**src/rtl/rgmii_delay_calib.sv**
```systemverilog
// rgmii_delay_calib
// -----------------
// Sweeps the RGMII receive IDELAY tap from 0 to 31 and finds the longest run
// of consecutive taps on which the receive checker reports no errors. The
// final tap is placed at the centre of that run. If no run reaches
// MIN_WINDOW taps, DEFAULT_TAP is applied and cal_fail is raised.
//
// Per tap: LOAD (1 cycle, tap_load strobe), SETTLE (SETTLE_CYCLES cycles),
// MEASURE (until SAMPLES_PER_TAP qualified samples or TIMEOUT_CYCLES cycles),
// NEXT (1 cycle, run tracking update).
//
// Handshake: start is a single-cycle request sampled on the clock edge. It is
// honoured only while the block is idle or done, and is ignored while busy.
// tap_load is a one-cycle strobe that marks the cycle in which tap_value
// changes. sample_err is only looked at in cycles where sample_valid is high.
//
// Ports
//   delay_clk     in   IDELAYCTRL reference clock, clocks all logic
//   delay_rst_n   in   asynchronous active-low reset
//   idelay_rdy    in   IDELAYCTRL ready; losing it restarts the sweep
//   start         in   calibration request
//   sample_valid  in   one qualified receive-check result
//   sample_err    in   that result failed
//   tap_value     out  IDELAY tap for RXD[3:0] and RCTL
//   tap_load      out  strobe: tap_value is new this cycle
//   busy          out  calibration running
//   done          out  calibration finished (held until next start)
//   cal_fail      out  no window of MIN_WINDOW taps found
//   window_len    out  length of the chosen passing window
//   dbg_state     out  current FSM state, for observation only
module rgmii_delay_calib #(
    parameter int SETTLE_CYCLES   = 64,
    parameter int SAMPLES_PER_TAP = 16,
    parameter int TIMEOUT_CYCLES  = 65535,
    parameter int DEFAULT_TAP     = 25,
    parameter int MIN_WINDOW      = 3
) (
    input  logic       delay_clk,
    input  logic       delay_rst_n,
    input  logic       idelay_rdy,
    input  logic       start,
    input  logic       sample_valid,
    input  logic       sample_err,
    output logic [4:0] tap_value,
    output logic       tap_load,
    output logic       busy,
    output logic       done,
    output logic       cal_fail,
    output logic [5:0] window_len,
    output logic [2:0] dbg_state
);

    typedef enum logic [2:0] {
        S_IDLE, S_WAIT_RDY, S_LOAD, S_SETTLE, S_MEASURE, S_NEXT, S_FINISH, S_DONE
    } state_t;

    state_t      state_q;
    logic [4:0]  tap_q, cur_start_q, best_start_q, tap_value_q;
    logic [5:0]  cur_len_q, best_len_q, window_len_q;
    logic [31:0] settle_cnt_q, sample_cnt_q, timeout_cnt_q;
    logic        tap_fail_q, tap_load_q, busy_q, done_q, cal_fail_q;

    // Run tracking as it will look after the NEXT cycle for the current tap.
    logic [5:0]  cur_len_d, best_len_d, centre_d;
    logic [4:0]  cur_start_d, best_start_d, final_tap_d;
    logic        final_fail_d;
    logic [31:0] sample_cnt_d;
    logic        meas_done, meas_timeout, in_sweep;

    always_comb begin
        cur_len_d    = 6'd0;
        cur_start_d  = cur_start_q;
        best_len_d   = best_len_q;
        best_start_d = best_start_q;
        if (!tap_fail_q) begin
            cur_len_d = cur_len_q + 6'd1;
            if (cur_len_q == 6'd0) cur_start_d = tap_q;
            // Strict compare keeps the earliest window on a tie.
            if (cur_len_d > best_len_q) begin
                best_len_d   = cur_len_d;
                best_start_d = cur_start_d;
            end
        end
        // Centre of the window, rounding toward the lower tap.
        centre_d     = {1'b0, best_start_d} + ((best_len_d - 6'd1) >> 1);
        final_fail_d = (best_len_d < 6'(MIN_WINDOW));
        final_tap_d  = final_fail_d ? 5'(DEFAULT_TAP) : centre_d[4:0];

        sample_cnt_d = sample_cnt_q + {31'd0, sample_valid};
        meas_done    = (sample_cnt_d >= 32'(SAMPLES_PER_TAP));
        meas_timeout = (timeout_cnt_q >= 32'(TIMEOUT_CYCLES - 1));
        in_sweep     = (state_q == S_LOAD) || (state_q == S_SETTLE) ||
                       (state_q == S_MEASURE) || (state_q == S_NEXT);
    end

    always_ff @(posedge delay_clk or negedge delay_rst_n) begin
        if (!delay_rst_n) begin
            state_q       <= S_IDLE;
            tap_q         <= 5'd0;
            cur_start_q   <= 5'd0;
            best_start_q  <= 5'd0;
            cur_len_q     <= 6'd0;
            best_len_q    <= 6'd0;
            settle_cnt_q  <= 32'd0;
            sample_cnt_q  <= 32'd0;
            timeout_cnt_q <= 32'd0;
            tap_fail_q    <= 1'b0;
            tap_value_q   <= 5'(DEFAULT_TAP);
            tap_load_q    <= 1'b0;
            busy_q        <= 1'b0;
            done_q        <= 1'b0;
            cal_fail_q    <= 1'b0;
            window_len_q  <= 6'd0;
        end else begin
            tap_load_q <= 1'b0;
            if (in_sweep && !idelay_rdy) begin
                // Delay line lost lock: everything measured so far is suspect.
                state_q       <= S_WAIT_RDY;
                tap_q         <= 5'd0;
                cur_start_q   <= 5'd0;
                best_start_q  <= 5'd0;
                cur_len_q     <= 6'd0;
                best_len_q    <= 6'd0;
                settle_cnt_q  <= 32'd0;
                sample_cnt_q  <= 32'd0;
                timeout_cnt_q <= 32'd0;
                tap_fail_q    <= 1'b0;
            end else begin
                case (state_q)
                    S_IDLE, S_DONE: begin
                        if (start) begin
                            state_q      <= S_WAIT_RDY;
                            tap_q        <= 5'd0;
                            cur_start_q  <= 5'd0;
                            best_start_q <= 5'd0;
                            cur_len_q    <= 6'd0;
                            best_len_q   <= 6'd0;
                            tap_fail_q   <= 1'b0;
                            busy_q       <= 1'b1;
                            done_q       <= 1'b0;
                            cal_fail_q   <= 1'b0;
                            window_len_q <= 6'd0;
                        end
                    end
                    S_WAIT_RDY: begin
                        if (idelay_rdy) begin
                            state_q     <= S_LOAD;
                            tap_value_q <= tap_q;
                            tap_load_q  <= 1'b1;
                        end
                    end
                    S_LOAD: begin
                        state_q      <= S_SETTLE;
                        settle_cnt_q <= 32'd0;
                    end
                    S_SETTLE: begin
                        if (settle_cnt_q == 32'(SETTLE_CYCLES - 1)) begin
                            state_q       <= S_MEASURE;
                            sample_cnt_q  <= 32'd0;
                            timeout_cnt_q <= 32'd0;
                            tap_fail_q    <= 1'b0;
                        end else begin
                            settle_cnt_q <= settle_cnt_q + 32'd1;
                        end
                    end
                    S_MEASURE: begin
                        sample_cnt_q  <= sample_cnt_d;
                        timeout_cnt_q <= timeout_cnt_q + 32'd1;
                        if (sample_valid && sample_err) tap_fail_q <= 1'b1;
                        // A full sample set wins over a timeout in the same cycle.
                        if (meas_done) begin
                            state_q <= S_NEXT;
                        end else if (meas_timeout) begin
                            state_q    <= S_NEXT;
                            tap_fail_q <= 1'b1;
                        end
                    end
                    S_NEXT: begin
                        cur_len_q    <= cur_len_d;
                        cur_start_q  <= cur_start_d;
                        best_len_q   <= best_len_d;
                        best_start_q <= best_start_d;
                        tap_load_q   <= 1'b1;
                        if (tap_q == 5'd31) begin
                            state_q      <= S_FINISH;
                            tap_value_q  <= final_tap_d;
                            cal_fail_q   <= final_fail_d;
                            window_len_q <= best_len_d;
                        end else begin
                            state_q     <= S_LOAD;
                            tap_q       <= tap_q + 5'd1;
                            tap_value_q <= tap_q + 5'd1;
                        end
                    end
                    S_FINISH: begin
                        state_q <= S_DONE;
                        busy_q  <= 1'b0;
                        done_q  <= 1'b1;
                    end
                    default: state_q <= S_IDLE;
                endcase
            end
        end
    end

    assign tap_value  = tap_value_q;
    assign tap_load   = tap_load_q;
    assign busy       = busy_q;
    assign done       = done_q;
    assign cal_fail   = cal_fail_q;
    assign window_len = window_len_q;
    assign dbg_state  = state_q;

endmodule

```
**config.mk**
```make
export PLATFORM = sky130hd
export DESIGN_NAME = rgmii_delay_calib
export DESIGN_NICKNAME = d
export VERILOG_FILES = /design/src/rtl/rgmii_delay_calib.sv
export SDC_FILE = /design/constraint.sdc
export NUM_CORES = 1
export LEC_CHECK = 0
export BUFFER_PORTS_ARGS = -buffer_cell sky130_fd_sc_hd__buf_2
export CAP_MARGIN = 20
export CORE_MARGIN = 2
export CORE_UTILIZATION = 31
export DETAILED_ROUTE_END_ITERATION = 8
export GPL_ROUTABILITY_DRIVEN = 0
export PLACE_DENSITY = 0.42
export REMOVE_ABC_BUFFERS = 1
export SETUP_SLACK_MARGIN = 0.02
export SKIP_CTS_REPAIR_TIMING = 1
export SYNTH_ARGS = -nofsm -noshare
export SYNTH_HDL_FRONTEND = slang
export SYNTH_SLANG_ARGS = --single-unit
```
**constraint.sdc**
```tcl
create_clock -name delay_clk -period 6 [get_ports delay_clk]
set_clock_uncertainty 0.2 [all_clocks]
set_input_delay 1.2 -clock delay_clk [delete_from_list [all_inputs] [get_ports delay_clk]]
set_output_delay 1.2 -clock delay_clk [all_outputs]
set_load 0.01 [all_outputs]
```
==> results of run 1 <==
synth_stat cells, drive strengths merged, types with 8 or more instances:
cell,n,share of area (%)
nor4,29,2.3
o21ai,102,5.9
dfrtp,139,40
a21oi,43,2.5
and4,9,0.92
mux2i,9,1.0
buf,8,0.63
nand3,60,3.5
inv,26,1.1
a22o,22,2.2
or3,10,0.73
xor2,16,1.6
nor3,41,2.4
ha,19,2.8
nor2,120,5.2
nand2,90,3.9
xnor2,46,4.7
and2,8,0.58
o31ai,15,1.3
and3,20,1.5
nand4,27,2.1
a31oi,12,0.87
clkbuf,52,2.3
cell families (layout without fill, tap and decap cells):
kind of cell,count (synthesis),in the layout
buf+inv,86,89
compound gates,246,246
flops,142,142
simple gates,447,447
mux,12,12
xor+xnor,62,62
fa+ha+maj,20,20
worst paths after layout:
check	from	to	slack, ps	cells past startpoint
min in group asynchronous	delay_rst_n	sample_cnt_q[2]	470	1
max reg2reg	cur_len_q[0]	tap_value[4]	1030	18
min	tap_value[1]	tap_value[1]	270	2
min reg2reg	tap_value[1]	tap_value[1]	270	2
max	cur_len_q[0]	tap_value[4]	1030	18
max in group asynchronous	delay_rst_n	settle_cnt_q[13]	4040	2
registers in the layout, summed over array words and instances, names as in the netlist:
name / count
best_len_q: 6
best_start_q: 5
busy: 1
cal_fail: 1
cur_len_q: 6
cur_start_q: 5
dbg_state: 3
done: 1
sample_cnt_q: 32
settle_cnt_q: 32
tap_fail_q: 1
tap_load: 1
tap_q: 5
tap_value: 5
timeout_cnt_q: 32
window_len: 6
stage by stage:
step           hold WS (ps)  utilization [%]  total power [mW]  setup slack [ps]
2_1_floorplan         250.2                -             1.848             793.2
3_3_place_gp          258.0            33.33             2.291              1181
3_5_place_dp          261.6            33.33             2.290              1082
4_1_cts               274.5            35.41             3.362              1042
5_1_grt               292.0            35.46             3.536             681.4
6_report              267.2            35.46             3.313              1030
power groups by stage:
stage	registers, mW	logic [mW]	clock network [mW]
global placement	1.12	1.17	0
floorplan	1.10	0.743	0
global route	1.11	1.30	1.12
finish	1.10	1.16	1.05
detailed placement	1.12	1.17	0
CTS	1.10	1.17	1.09
cells in the final DEF (no fill, tap or decap), types with 12 or more instances in the layout:
cell type / n
a21oi_1: 41
a22o_1: 22
a31oi_1: 12
and3_1: 20
buf_2: 22
clkbuf_16: 17
dfrtp_1: 139
ha_1: 19
inv_1: 26
nand2_1: 90
nand3_1: 58
nand4_1: 26
nor2_1: 119
nor3_1: 40
nor4_1: 27
o21ai_0: 102
o31ai_1: 15
xnor2_1: 46
xor2_1: 16
metal layers:
layer | part of all wire (%) | track usage (%)
met3 | 2.5 | 2.868
met2 | 46 | 27.04
met4 | 1.2 | 4.571
met5 | 0 | 0
met1 | 51 | 23.99
layout make-up:
cell class / count / share of cell area (%)
clock buffer: 18 / 4.466
clock inverter: 14 / 1.393
inverter: 26 / 1.015
multi-input combinational: 787 / 49.30
sequential: 142 / 37.01
tap: 372 / 4.843
timing repair buffer: 31 / 1.966
worst reg2reg max path, delay by kind of cell (launching register included):
kind / cells / cell delay (ps)
buf+inv: 1 / 330
xor+xnor: 2 / 500
mux: 1 / 330
simple gates: 4 / 830
fa+ha+maj: 3 / 850
flops: 1 / 500
compound gates: 7 / 1350
==> impl_results.md, run 1 <==
* Placeable Area at 27100 sq um
* VDD IR max at 170.4 uV
* Tcrit/Tclk final at 82.84%
* Crit end category: flop
* Routed WL at 23600 um
* Clk sink count at 142
* Iter 0 DRT Violations at 604
* Vias in the first global route at 7251
* Post-Synth Simple-Gate Area at 26.11%
* Comb pwr share at 35.2%
* Mux cell area share after synthesis at 1.439%
* Reg area at 3557 sq um
* Worst-Skew Late Latency at 440 ps
* First-pass GRT wire length at 39410 um
* Maxcap violations at 0
* Vias per std cell at 5.312
* Placed cell area at 9032 sq um
* Psw at 1.344 mW
* Synth Area in Compound Gates at 17.79%
* Crit path kind: flop to flop
* Final Hold Fails at 0
* Lkg Pwr at 4.015 nW
* Yosys warnings at 0
* Nets at 1031
* Worst Max-Slew Pin Slew at 1056 ps
* Period minus WS final at 4970 ps
* Non-filler instance count after layout at 1390
* Status: completed
* Crit-path max cell delay at 500 ps
* H-Tree Depth at 4
* CP top delay family: compound AO/OA/AOI/OAI gates
* Sw Ratio at 40.57%
* TritonCTS clock tree: done
* Final ANT Viol Nets at 0
* Total inserted antenna cells at 0
* Slew margin rel. at 28.83%
* Post-Synth Adder-Cell Area at 2.995%
* Layout fillers at 2877
* Slew Viols, Final at 0
* GRT Resource Usage Total at 17.05%
* Xor and xnor fraction of the mapped netlist area at 6.309%
* Overflow after GRT at 0
* FFs w/ async S/R, synth at 100.0%
* Area of the multi-input gates at 4738 sq um
* Pin count of the biggest net entering global routing at 67
* Clock transition at path regs at 70 ps
* Post-synthesis cell type count at 66
* Worst EP required at 6150 ps
* Crit path DAT at 5120 ps
* Share of post-route cells with drive strength above 1 at 8.841%
* Detail Placement HPWL at 15610 um
* Die area at 29110 sq um
* Power per cell area at 344.7 nW/um^2
* Clk root buf: clkbuf_16
* #FFs+latches synth at 142
* Critical Path Fanout Max at 17
* DRC at 0
* Sequential area share after synthesis at 41.33%
* Finish-stage setup viols at 0
* Final setup TNS at 0 ps
* Pre-antenna DRT Iters at 5
* CP most frequent cell: ha_1
* Initial antenna violation count at 0
* Fmax at 201.2 MHz
* Ys flop type: dfrtp_1
* Mapped Area at 8607 sq um
* Slowest-stage cell, CP: dfrtp_1
* Port bufs at 23
* Clock share of power at 31.6%
* Clock Path Buffers at 2
* Sequential power share at 33.2%
* Num CTS Buffers at 17
* Worst path bufs/invs at 1
* Via count at 7384
* Area added between synthesis and finish at 11.66%
* Post-Place Cells at 1357
* Internal power at 1.969 mW
* Row Count at 60
* Die Width at 170.6 um
* Largest family of logic cells by synthesized area: simple AND/OR/NAND/NOR gates
* Type of the worst min-delay path: flop to flop
* Drt wl/cell at 16.97 um
* Die Y at 170.6 um
* Crit start category: flop
* Initial Util at 31.76%
* RSZ-0062 raised after global routing: no
* Mean Syn Cell Area at 8.480 sq um
* Post-Syn Instances at 1015
* Worst-path cell chain: ha_1, nand3_1, xnor2_1, ha_1, a21o_1, a21o_1, o221ai_2, buf_4, mux2i_1, nand3_1, nand2_1, ha_1, o21a_1, or3b_2, a21boi_0, a211o_1, xor2_1, a21oi_1
* Design Area, Final at 9610 sq um
* I/O pin total at 24
* Post-synth EDFFs at 0
Note: power is estimated with default switching activity, not from simulation.
==> run 2, diff against run 1 <==
Settings changed: PLACE_DENSITY 0.42 to 0.44.
Clock period 6 ns to 4.4 ns, I/O delays scaled along.
==> run 2 against run 1 <==
Hold slack lost 1.4 ps. Power up 51%. Non-clock buffer count grew 28. Clock power up 45%. First-iteration DRC count is 25% lower. Fmax grew 18%. Utilization increased by 1.5 points. Wire length fell by 0.14%. Design area is 4.2% higher. Register-to-register slack got worse by 840 ps. Combinational power grew 72%.
==> impl_results.md, run 2 (synthesized netlist as in run 1, its figures left out) <==
* Worst Reg-to-Reg Cells at 17 (-1)
* Tcrit/Tclk final at 95.59% (+13 points)
* Sw Ratio at 37.30% (-3.3 points)
* Nets at 1059 (+2.7%)
* Row Count at 60 (unchanged)
* Num CTS Buffers at 17 (unchanged)
* Psw at 1.862 mW (+39%)
* VDD IR max at 312.4 uV (+83%)
* Iter 0 DRT Violations at 450 (-25%)
* Area added between synthesis and finish at 16.30%
* GRT Resource Usage Total at 16.67% (-0.37 points)
* Detail Placement HPWL at 15690 um (+0.52%)
* First-pass GRT wire length at 38840 um (-1.5%)
* Lkg Pwr at 4.230 nW (+5.4%)
* Worst r2r src: cur_len_q[1]
* Overflow after GRT at 0 (unchanged)
* Total inserted antenna cells at 0 (unchanged)
* Via count at 7487 (+1.4%)
* Commonest non-fill, non-tap cell in the layout: dfrtp_1
* Commonest cells after routing, fill and taps aside: dfrtp_1, nor2_1, o21ai_0
* Comb pwr share at 40.0% (+4.8 points)
* Slew Viols, Final at 0 (unchanged)
* Power per cell area at 498.8 nW/um^2 (+45%)
* Period minus WS final at 4206 ps (-764.7 ps)
* FF-to-FF setup slack at 190 ps (-840 ps)
* TritonCTS clock tree: done
* Clk sink count at 142 (unchanged)
* Pin count of the biggest net entering global routing at 85 (+27%)
* Final setup TNS at 0 ps (unchanged)
* Worst EP required at 4550 ps (-1600 ps)
* Vias in the first global route at 7153 (-1.4%)
* Type of the worst min-delay path: flop to flop
* Clk root buf: clkbuf_16
* Sequential power share at 29.6% (-3.6 points)
* Routed WL at 23560 um (-0.14%)
* Placeable Area at 27100 sq um (unchanged)
* Crit path DAT at 4350 ps (-770 ps)
* Layout fillers at 2804 (-2.5%)
* H-Tree Depth at 4 (unchanged)
* Area of the multi-input gates at 4808 sq um (+1.5%)
* Final ANT Viol Nets at 0 (unchanged)
* Pre-antenna DRT Iters at 5 (unchanged)
* Reg area at 3560 sq um (about the same)
* Finish-stage setup viols at 0 (unchanged)
* Placed cell area at 9209 sq um (+2.0%)
* DRC at 0 (unchanged)
* Clock transition at path regs at 60 ps (about the same)
* Share of post-route cells with drive strength above 1 at 12.33% (+3.5 points)
* Final Hold Fails at 0 (unchanged)
* Maxcap violations at 0 (unchanged)
* Vias per std cell at 5.280 (-0.61%)
* Worst-Skew Late Latency at 430 ps (about the same)
* Crit path kind: flop to flop
* Worst Max-Slew Pin Slew at 942.8 ps (-113.6 ps)
* Die Width at 170.6 um (unchanged)
* Slew margin rel. at 37.01% (+8.2 points)
* Clock share of power at 30.3% (-1.3 points)
* I/O pin total at 24 (unchanged)
* Crit path to: tap_value[4]
* Status: completed
* Design Area, Final at 10010 sq um (+4.2%)
* Crit end category: flop
* Critical Path Fanout Max at 6 (-11)
* Clock Path Buffers at 2 (unchanged)
* Drt wl/cell at 16.62 um (-2.1%)
* Top Registers: sample_cnt_q x32, settle_cnt_q x32, timeout_cnt_q x32
* Die area at 29110 sq um (unchanged)
* Worst R2R End: tap_value[4]
* Initial Util at 31.76% (unchanged)
* Die Y at 170.6 um (unchanged)
* Crit start category: flop
* Fmax at 237.8 MHz (+18%)
* Initial antenna violation count at 0 (unchanged)
* Port bufs at 23 (unchanged)
* Internal power at 3.131 mW (+59%)
* CP Launch Point: cur_len_q[1]
==> run 2: changes by cell type in the layout (fill, tap and decap cells not counted), sizes merged <==
cell	change
buf	+26
bufinv	+2
clkbuf	+3
clkinv	+3
clkinvlp	-3
inv	-3
==> run 2: how the worst min path moves through the flow <==
| stage | from | end | slack [ps] | cells after the start |
|---|---|---|---|---|
| finish | tap_value[0] | tap_value[0] | 270 | 2 |
| global route | best_start_q[2] | best_start_q[2] | 310 | 1 |
| CTS | tap_value[0] | tap_value[0] | 270 | 2 |
| detailed placement | tap_value[0] | tap_value[0] | 260 | 2 |
| global placement | tap_value[0] | tap_value[0] | 260 | 2 |
| floorplan | best_start_q[1] | best_start_q[1] | 250 | 2 |
==> run 2: layout make-up <==
class	count	area share, %
clock buffer	19	4.425
clock inverter	13	1.637
inverter	26	0.9750
multi-input combinational	787	48.04
sequential	142	35.56
tap	372	4.650
timing repair buffer	59	4.712
==> run 2: power by group through the flow <==
| stage | Combinational, mW | Sequential (mW) | Clock, mW |
|---|---|---|---|
| 6_report | 2.00 | 1.48 | 1.52 |
| 5_1_grt | 2.21 | 1.49 | 1.62 |
| 2_1_floorplan | 1.01 | 1.51 | 0 |
| 3_3_place_gp | 1.74 | 1.50 | 0 |
| 4_1_cts | 1.74 | 1.48 | 1.56 |
| 3_5_place_dp | 1.73 | 1.50 | 0 |
==> run 2: critical path, cell delays in order, from the launching register on <==
cell	delay (ps)
dfrtp_2	410
ha_4	160
nand3_2	90
xnor2_2	150
ha_1	320
a21o_1	170
a21o_1	200
o221ai_4	350
mux2_4	360
xnor2_1	130
ha_1	290
nor2b_1	140
o21a_1	210
or3b_2	450
a21boi_1	150
a211o_1	120
xor2_1	150
a21oi_1	80
==> run 2: routing by layer <==
metal	GRT usage [%]	share of wire [%]
met5	0	0
met4	5.091	1.3
met3	2.290	3.0
met2	26.23	46
met1	23.74	50
==> run 2: per-stage QoR <==
stage / hold WS [ps] / utilization, % / power, mW / setup WS (ps) / cells
after CTS: 271.7 / 36.22 / 4.778 / 11.34 / 1408
final: 265.8 / 36.93 / 4.993 / 194.3 / 1418
after global placement: 259.7 / 33.98 / 3.243 / 104.4 / 1376
after floorplan: 250.2 / - / 2.519 / -806.8 / 955
after detailed placement: 262.5 / 33.98 / 3.228 / 41.55 / 1376
after global routing: 313.4 / 36.93 / 5.322 / -17.14 / 1418
